$ cat config.mk
export PLATFORM = sky130hd
export DESIGN_NAME = key_event_queue
export DESIGN_NICKNAME = d
export VERILOG_FILES = /design/src/rtl/key_event_queue.sv
export SDC_FILE = /design/constraint.sdc
export NUM_CORES = 1
export LEC_CHECK = 0
export CORE_ASPECT_RATIO = 1.4
export CORE_MARGIN = 2
export CORE_UTILIZATION = 40
export CTS_BUF_LIST = sky130_fd_sc_hd__clkbuf_4
export CTS_CLUSTER_SIZE = 24
export DETAILED_ROUTE_END_ITERATION = 8
export GPL_ROUTABILITY_DRIVEN = 0
export PLACE_DENSITY = 0.56
export SLEW_MARGIN = 20
export SYNTH_ARGS = -nofsm -noshare
export SYNTH_HDL_FRONTEND = slang
export SYNTH_SLANG_ARGS = --single-unit
export TNS_END_PERCENT = 1
$ cat constraint.sdc
create_clock -name clk -period 6.75 [get_ports clk]
set_input_delay 1.35 -clock clk [delete_from_list [all_inputs] [get_ports clk]]
set_output_delay 1.35 -clock clk [all_outputs]
set_load 0.005 [all_outputs]
$ cat src/rtl/key_event_queue.sv
// Key event front end: registers the HID keycode, maps it to crossword codes,
// generates typematic repeat and queues events in a show-ahead FIFO.
module key_event_queue #(
  parameter int unsigned REPEAT_DELAY_CYC  = 25000000,
  parameter int unsigned REPEAT_PERIOD_CYC = 5000000,
  parameter int unsigned DEPTH             = 8
) (
  input  logic                     clk,
  input  logic                     reset_n,
  input  logic [7:0]               keycode,
  output logic                     ev_valid,
  input  logic                     ev_ready,
  output logic [7:0]               ev_data,
  output logic [$clog2(DEPTH):0]   ev_count,
  output logic                     overflow,
  input  logic                     ovf_clr
);

  localparam int unsigned PTR_W   = $clog2(DEPTH);
  localparam int unsigned CW      = PTR_W + 1;
  localparam int unsigned CNT_MAX = (REPEAT_DELAY_CYC > REPEAT_PERIOD_CYC) ?
                                    REPEAT_DELAY_CYC : REPEAT_PERIOD_CYC;
  localparam int unsigned CNT_W   = (CNT_MAX > 1) ? $clog2(CNT_MAX) : 1;

  typedef enum logic [1:0] {
    ST_IDLE   = 2'd0,
    ST_DELAY  = 2'd1,
    ST_REPEAT = 2'd2
  } state_e;

  state_e           state_q, state_d;
  logic [7:0]       kc_q;
  logic [7:0]       held_q, held_d;
  logic [CNT_W-1:0] cnt_q, cnt_d;
  logic [CNT_W-1:0] term_c;
  logic             map_hit_c;
  logic [7:0]       map_code_c;
  logic             push_c;

  logic [7:0]       mem_q [DEPTH];
  logic [PTR_W-1:0] rd_ptr_q, rd_ptr_d;
  logic [PTR_W-1:0] wr_ptr_q, wr_ptr_d;
  logic [CW-1:0]    count_q, count_d;
  logic             ovf_q, ovf_d;
  logic             pop_c, full_c, wr_en_c, drop_c;

  // HID usage code to crossword character/command code
  always_comb begin
    map_hit_c  = 1'b1;
    map_code_c = 8'h00;
    if (kc_q >= 8'h04 && kc_q <= 8'h1D) begin
      map_code_c = kc_q + 8'h3D;
    end else begin
      unique case (kc_q)
        8'h2A:   map_code_c = 8'h08;
        8'h2C:   map_code_c = 8'h20;
        8'h28:   map_code_c = 8'h0D;
        8'h4F:   map_code_c = 8'h11;
        8'h50:   map_code_c = 8'h12;
        8'h51:   map_code_c = 8'h13;
        8'h52:   map_code_c = 8'h14;
        default: map_hit_c  = 1'b0;
      endcase
    end
  end

  // Press detection and typematic repeat
  always_comb begin
    state_d = state_q;
    held_d  = held_q;
    cnt_d   = cnt_q;
    push_c  = 1'b0;
    term_c  = (state_q == ST_DELAY) ? CNT_W'(REPEAT_DELAY_CYC - 1)
                                    : CNT_W'(REPEAT_PERIOD_CYC - 1);
    unique case (state_q)
      ST_IDLE: begin
        if (map_hit_c) begin
          push_c  = 1'b1;
          held_d  = kc_q;
          cnt_d   = '0;
          state_d = ST_DELAY;
        end
      end
      ST_DELAY, ST_REPEAT: begin
        if (!map_hit_c) begin
          held_d  = 8'h00;
          cnt_d   = '0;
          state_d = ST_IDLE;
        end else if (kc_q != held_q) begin
          push_c  = 1'b1;
          held_d  = kc_q;
          cnt_d   = '0;
          state_d = ST_DELAY;
        end else if (cnt_q == term_c) begin
          push_c  = 1'b1;
          cnt_d   = '0;
          state_d = ST_REPEAT;
        end else begin
          cnt_d   = cnt_q + CNT_W'(1);
        end
      end
      default: state_d = ST_IDLE;
    endcase
  end

  // FIFO control; a pop frees a slot for a push in the same cycle
  always_comb begin
    pop_c    = ev_valid & ev_ready;
    full_c   = (count_q == CW'(DEPTH));
    wr_en_c  = push_c & (~full_c | pop_c);
    drop_c   = push_c & full_c & ~pop_c;
    rd_ptr_d = pop_c   ? rd_ptr_q + PTR_W'(1) : rd_ptr_q;
    wr_ptr_d = wr_en_c ? wr_ptr_q + PTR_W'(1) : wr_ptr_q;
    count_d  = count_q;
    if (wr_en_c && !pop_c) begin
      count_d = count_q + CW'(1);
    end else if (!wr_en_c && pop_c) begin
      count_d = count_q - CW'(1);
    end
    ovf_d = ovf_q;
    if (drop_c) begin
      ovf_d = 1'b1;
    end else if (ovf_clr) begin
      ovf_d = 1'b0;
    end
  end

  always_ff @(posedge clk) begin
    if (!reset_n) begin
      kc_q     <= 8'h00;
      state_q  <= ST_IDLE;
      held_q   <= 8'h00;
      cnt_q    <= '0;
      rd_ptr_q <= '0;
      wr_ptr_q <= '0;
      count_q  <= '0;
      ovf_q    <= 1'b0;
    end else begin
      kc_q     <= keycode;
      state_q  <= state_d;
      held_q   <= held_d;
      cnt_q    <= cnt_d;
      rd_ptr_q <= rd_ptr_d;
      wr_ptr_q <= wr_ptr_d;
      count_q  <= count_d;
      ovf_q    <= ovf_d;
    end
  end

  // Storage needs no reset: entries are only read once written
  always_ff @(posedge clk) begin
    if (reset_n && wr_en_c) begin
      mem_q[wr_ptr_q] <= map_code_c;
    end
  end

  assign ev_valid = (count_q != '0);
  assign ev_data  = mem_q[rd_ptr_q];
  assign ev_count = count_q;
  assign overflow = ovf_q;

endmodule
# ---- Word level (Yosys, flattened, before mapping)
# Memories as Yosys holds them, arrays and structs flattened. A register that Yosys moved wholly into a read port is not among the register bits.
# Index checks and enable logic that the tools add are counted.
dict set report word_totals {
  reg_bits 54
  ramBits 64
  output_inout_bits 14
  n_memories 1
}
dict set report op_classes {
  add_sub_neg 6
  magnitude_cmp 2
  n_eq_ne 15
  muxes 32
  bitwise_logic 7
  n_reduce_logical 16
}
# memory words word_bits read_ports rd_clocked_by_memory_dff wr line_no
set mem_list {}
lappend mem_list {mem_q 8 8 1 1 1 40} ;# logic [7:0] mem_q [DEPTH];
# operator count
set op_table {}
lappend op_table {{two-way mux 25 bit} 5}
lappend op_table {{one-hot mux 25 bit (2 select lines)} 1}
lappend op_table {{one-hot mux 6 bit (7 select lines)} 1}
lappend op_table {{== test 8 x 7 -> 1 bit (second input constant)} 4}
lappend op_table {{two-way mux 8 bit} 4}
lappend op_table {{adder 25 x 1 -> 25 bit (second input constant)} 1}
lappend op_table {{== test 25 bit} 1}
lappend op_table {{== test 8 x 6 -> 1 bit (second input constant)} 3}
lappend op_table {{one-hot mux 8 bit (2 select lines)} 1}
lappend op_table {{two-way mux 1 bit} 10}
lappend op_table {{adder 8 x 6 -> 8 bit (second input constant)} 1}
lappend op_table {{>= comparator 8 x 3 -> 1 bit (second input constant)} 1}
lappend op_table {{less-or-equal comparator 8 x 5 -> 1 bit (second input constant)} 1}
lappend op_table {{two-way mux 2 bit} 4}
lappend op_table {{two-way mux 4 bit} 2}
lappend op_table {{inequality test 8 bit} 1}
lappend op_table {{OR reduction 7 bit} 1}
lappend op_table {{adder 3 x 1 -> 3 bit (second input constant)} 2}
lappend op_table {{two-way mux 3 bit} 2}
lappend op_table {{nonzero test 2 bit} 3}
lappend op_table {{adder 4 x 1 -> 4 bit (second input constant)} 1}
lappend op_table {{bitwise AND 1 bit} 4}
lappend op_table {{== test 4 bit (second input constant)} 1}
lappend op_table {{logical AND 1 bit} 4}
lappend op_table {{16 further kinds} 19}

# ---- Logic depth before layout (Yosys ltp)
dict set report logic_depth {
  word_depth 12
  mapped_depth 17
  depth_no_buf 16
}

# ---- Worst setup path before layout
# Ideal clock, no wire load.
dict set report synth_path {
  path_kind {reg2reg}
  startpoint {register kc_q[0]}
  endpoint {register count_q[3], in the netlist ev_count[3]}
  setup_time_ns 0.072
  arrival_time_ns 3.324
  path_slack_ns 3.354
  stages_incl_launch_ff 17
  path_buffers 0
  synth_period_minus_slack_ns 3.396
  path_cell_list {dfxtp_1 > inv_1 > ha_1 > or3_1 > a31oi_1 > o211a_2 > nor2_4 > nand3_4 > inv_2 > ha_1 > inv_1 > ha_1 > a21o_1 > a21oi_1 > xnor2_1 > or3_1 > a21oi_1}
}
dict set report synth_via {
  elab_chain_len 10
  elab_cells_between_ends 24
}
# item line_no
set synth_lines {}
lappend synth_lines {{start: declaration} 32} ;# logic [7:0] kc_q;
lappend synth_lines {{start signal: assignment} 139} ;# kc_q <= keycode;
lappend synth_lines {{branches (longest 5 deep; another with >= comparator 8 x 3 -> 1 bit)} -}
lappend synth_lines {{one-hot mux 1 bit (2 select lines) *} 75} ;# unique case (state_q)
lappend synth_lines {{bitwise AND 1 bit *} 110} ;# wr_en_c = push_c & (~full_c | pop_c);
lappend synth_lines {{zero test 1 bit} 117} ;# end else if (!wr_en_c && pop_c) begin
lappend synth_lines {{logical AND 1 bit} 117}
lappend synth_lines {{nonzero test 2 bit (no line)} -}
lappend synth_lines {{end signal: assignment} 145} ;# count_q <= count_d;
lappend synth_lines {{end: declaration} 43} ;# logic [CW-1:0] count_q, count_d;
# Every way passes the cells marked *.
# A chain may end at the register's enable or synchronous reset.

# ---- Worst setup path after layout
# Same ends and word-level chain as after synthesis.

==> results.md <==
- Post-Syn Area per Cell: 11.8 sq um
- Worst-Margin Slew: ~1.1 ns
- Fin. Hold Viols: 0
- # Post-CTS Setup Buffers: 0
- Cell Pwr Density: 271 mW/mm^2
- Placed Area: around 0.006 sq mm
- Htree depth: 4
- Post-Synth XOR/XNOR Area: about 2.8%
- Yosys reg bits: ~120
- Yosys cell types: 66
- Asr flop ratio synth: 0%
- Max Root-Sink Buffers: 2
- Vias per std cell: between 5 and 6
- Row count: 51
- Die area: roughly 0.015 sq mm
- Clk Tree Root Cell: clkbuf_4
- Clock slew seen by the registers of the worst setup and hold paths: about 0.11 ns
- Clock Latency Late Sink: 0.53 ns
- Die X: approximately 100 microns
- First-pass GRT wire length: roughly 20000 microns
- Worst Hold Class: flop to flop
- CTS Buf Count: 17
- Relative slew slack: 25.6%
- Largest net degree at the start of global routing: 31
- Post-synth EDFFs: 64
- Hold-fix buffers, CTS: 0
- Vias in the first global route: approximately 3800
- Final instance area: roughly 0.0065 sq mm
- Final Setup Violations: 0
- Post-Synthesis Cells: 482
- Drt first pass iters: 5
- Initial antenna violation count: 1
- Effective utilization at floorplan: roughly 41%
- Share of cells above drive strength 1: about 15%
- Crit. End Element: flop
- Startpoint types: flop
- Tcrit/Tclk final: 58.0%
- Hold slack: approximately 0.45 ns
- Drt wl/cell: approximately 17 microns
- Global route overflow: 0
- Post-Synth Simple-Gate Area: approximately 18%
- Global-route total usage across every layer: between 10% and 20%
- Total number of vias: around 4000
- Post-synthesis adder-cell area fraction: about 3.2%
- RSZ-0062 raised after global routing: no
- Critical-path maximum fanout: 8
- Max-cap violations: 0
- Clk_skew: around 0.014 ns
- Ys Warns: 0
- ANT nets after route: 0
- WS Path Type: flop to flop
- Worst EP required: between 7 and 8 ns
- Period minus WS final: 3.92 ns
- DR DRC count: 0
- Mux contribution to synthesized area: around 11%
- Slew Limit Fails: 0
- DRC violation total after the first TritonRoute iteration: 203
- CTS Sinks: approximately 120
- Fmax: roughly 0.26 GHz
- Complex-gate fraction of the synthesized area: approximately 8.6%
- Fill cells: between 1000 and 1500
- TritonCTS clock tree: done
- Port buffer count: 25
- Post-CTS Resized: 0
- Area growth syn-to-layout: 13.5%
- Fin Setup TNS: 0 ns
- Die height: roughly 150 microns
- Post-Route WL: around 12000 microns
- Synthesized cell area: ~0.0057 sq mm
- Net count, final: ~550
- Leakage: roughly 2.2 nW
- Core area: ~0.014 sq mm
- Io pins: 26
- DP Wirelength: between 8000 and 9000 microns
- Critical Path AT: about 4.4 ns
- Status: finished clean
- Synth Flop Type: edfxtp_1
- Register area share after synthesis: 53.8%
- Max VDD drop: around 130 uV
- Largest family of logic cells by synthesized area: simple AND/OR/NAND/NOR gates
## kinds of logic after synthesis
group,count (synthesis)
adders and majority gates,14
DFF,121
other,1
xor gates and xnor gates,18
AOI/OAI and AO/OA,71
muxes,40
and+or+nand+nor,181
buffers and inverters,36
## cells in the final DEF, fill, tap and decap left out, types with 4 or more instances in the layout
master and instances:
edfxtp_1 64, dfxtp_1 57, nand2_1 42, nor2_1 27, clkdlybuf4s50_1 25, a21oi_1 24
clkbuf_4 17, nand3_1 16, mux4_2 16, mux2i_1 15, inv_1 14, ha_1 13
nor3_1 12, nand4_1 12, xor2_1 11, and2_1 10, nor4_1 9, mux2_2 9
and3_1 9, o21ai_0 8, conb_1 8, xnor2_1 7, o2bb2ai_1 7, buf_4 7
a22o_1 6, nand4b_1 5, nor2b_1 5, clkinvlp_4 5, nand2b_1 4, o21ai_1 4
## path summary, 6_finish.rpt
kind	startpoint	to	slack [ns]	cells past startpoint
setup / recovery	kc_q[0]$_SDFF_PN0_	ev_count[3]$_SDFFE_PN0P_	2.83	16
hold / removal	held_q[7]$_SDFFE_PN0P_	held_q[7]$_SDFFE_PN0P_	0.45	2
setup reg to reg	kc_q[0]$_SDFF_PN0_	ev_count[3]$_SDFFE_PN0P_	2.83	16
hold reg to reg	held_q[7]$_SDFFE_PN0P_	held_q[7]$_SDFFE_PN0P_	0.45	2
## cells in the mapped netlist, types with 4 or more instances
| cell | number | area, sq um |
|---|---|---|
| o21ai_0 | 8 | 40.0 |
| a21oi_1 | 24 | 120 |
| nand4_1 | 12 | 75.1 |
| xnor2_1 | 7 | 61.3 |
| edfxtp_1 | 64 | 1920 |
| dfxtp_1 | 57 | 1140 |
| mux4_2 | 16 | 360 |
| and3_1 | 9 | 56.3 |
| inv_1 | 14 | 52.6 |
| nand2b_1 | 4 | 25.0 |
| nor2b_1 | 5 | 31.3 |
| buf_1 | 4 | 15.0 |
| mux2i_1 | 15 | 150 |
| o2bb2ai_1 | 7 | 61.3 |
| mux2_2 | 9 | 101 |
| nor3_1 | 14 | 70.1 |
| nor4_1 | 9 | 56.3 |
| o21ai_1 | 4 | 20.0 |
| a22o_1 | 6 | 52.6 |
| clkbuf_1 | 7 | 26.3 |
| nand4b_1 | 5 | 43.8 |
| nor2_1 | 27 | 101 |
| xor2_1 | 11 | 96.3 |
| nand2_1 | 42 | 158 |
| buf_2 | 8 | 40.0 |
| nand3_1 | 16 | 80.1 |
| and2_1 | 10 | 62.6 |
| ha_1 | 13 | 163 |
## state kept, by name (all words and copies together) (netlist names), named ones only
| signal | cells |
|---|---|
| rd_ptr_q | 3 |
| cnt_q | 25 |
| wr_ptr_q | 3 |
| mem_q | 64 |
| held_q | 8 |
| overflow | 1 |
| kc_q | 8 |
| ev_count | 4 |
| state_q | 2 |
## stage by stage
stage | cells | utilization, % | power (W) | setup slack [ns]
floorplan | 489 | - | 0.00113 | 3.35
global placement | 686 | 44.4 | 0.00126 | 2.63
detailed placement | 686 | 44.4 | 0.00126 | 2.55
CTS | 718 | 46.4 | 0.00177 | 2.78
global route | 719 | 46.4 | 0.00184 | 2.56
finish | 719 | 46.4 | 0.00175 | 2.83
## area by class of cell
cell class              instances  area (sq um)  share of cell area, %
inverters                      16          60.1                  0.930
flip-flops and latches        121          3060                   47.4
diodes                          1          2.50                 0.0387
multi-input cells             332          2520                   39.0
clock inverters                15           151                   2.34
repair buffers                 32           303                   4.69
clock buffers                  17           128                   1.98
well taps                     185           231                   3.58
## critical path, stage by stage (launching register included)
cell	delay, ns
dfxtp_1	0.51
inv_1	0.11
ha_1	0.31
or3_1	0.37
a31oi_1	0.42
o211a_2	0.38
nor2_4	0.10
nand3_4	0.16
inv_2	0.04
ha_1	0.20
inv_1	0.11
ha_1	0.24
a21o_1	0.17
a21oi_1	0.18
xnor2_1	0.09
or3_1	0.31
a21oi_1	0.13
## per-layer routing
| metal | GRT usage (%) | wire [microns] | vias to the layer above |
|---|---|---|---|
| li1 | - | - | 1891 |
| met1 | 19.2 | 5210 | 1973 |
| met2 | 29.0 | 6480 | 89 |
| met3 | 4.40 | 438 | 13 |
| met4 | 5.40 | 106 | 0 |
| met5 | 0 | 0 | - |
## power by group
part           switching [W]  internal (W)  total, W
Clock               0.000293      0.000219  0.000512
Sequential         0.0000390      0.000807  0.000846
Combinational       0.000175      0.000218  0.000394
No activity file was read; power rests on OpenSTA's default activity.
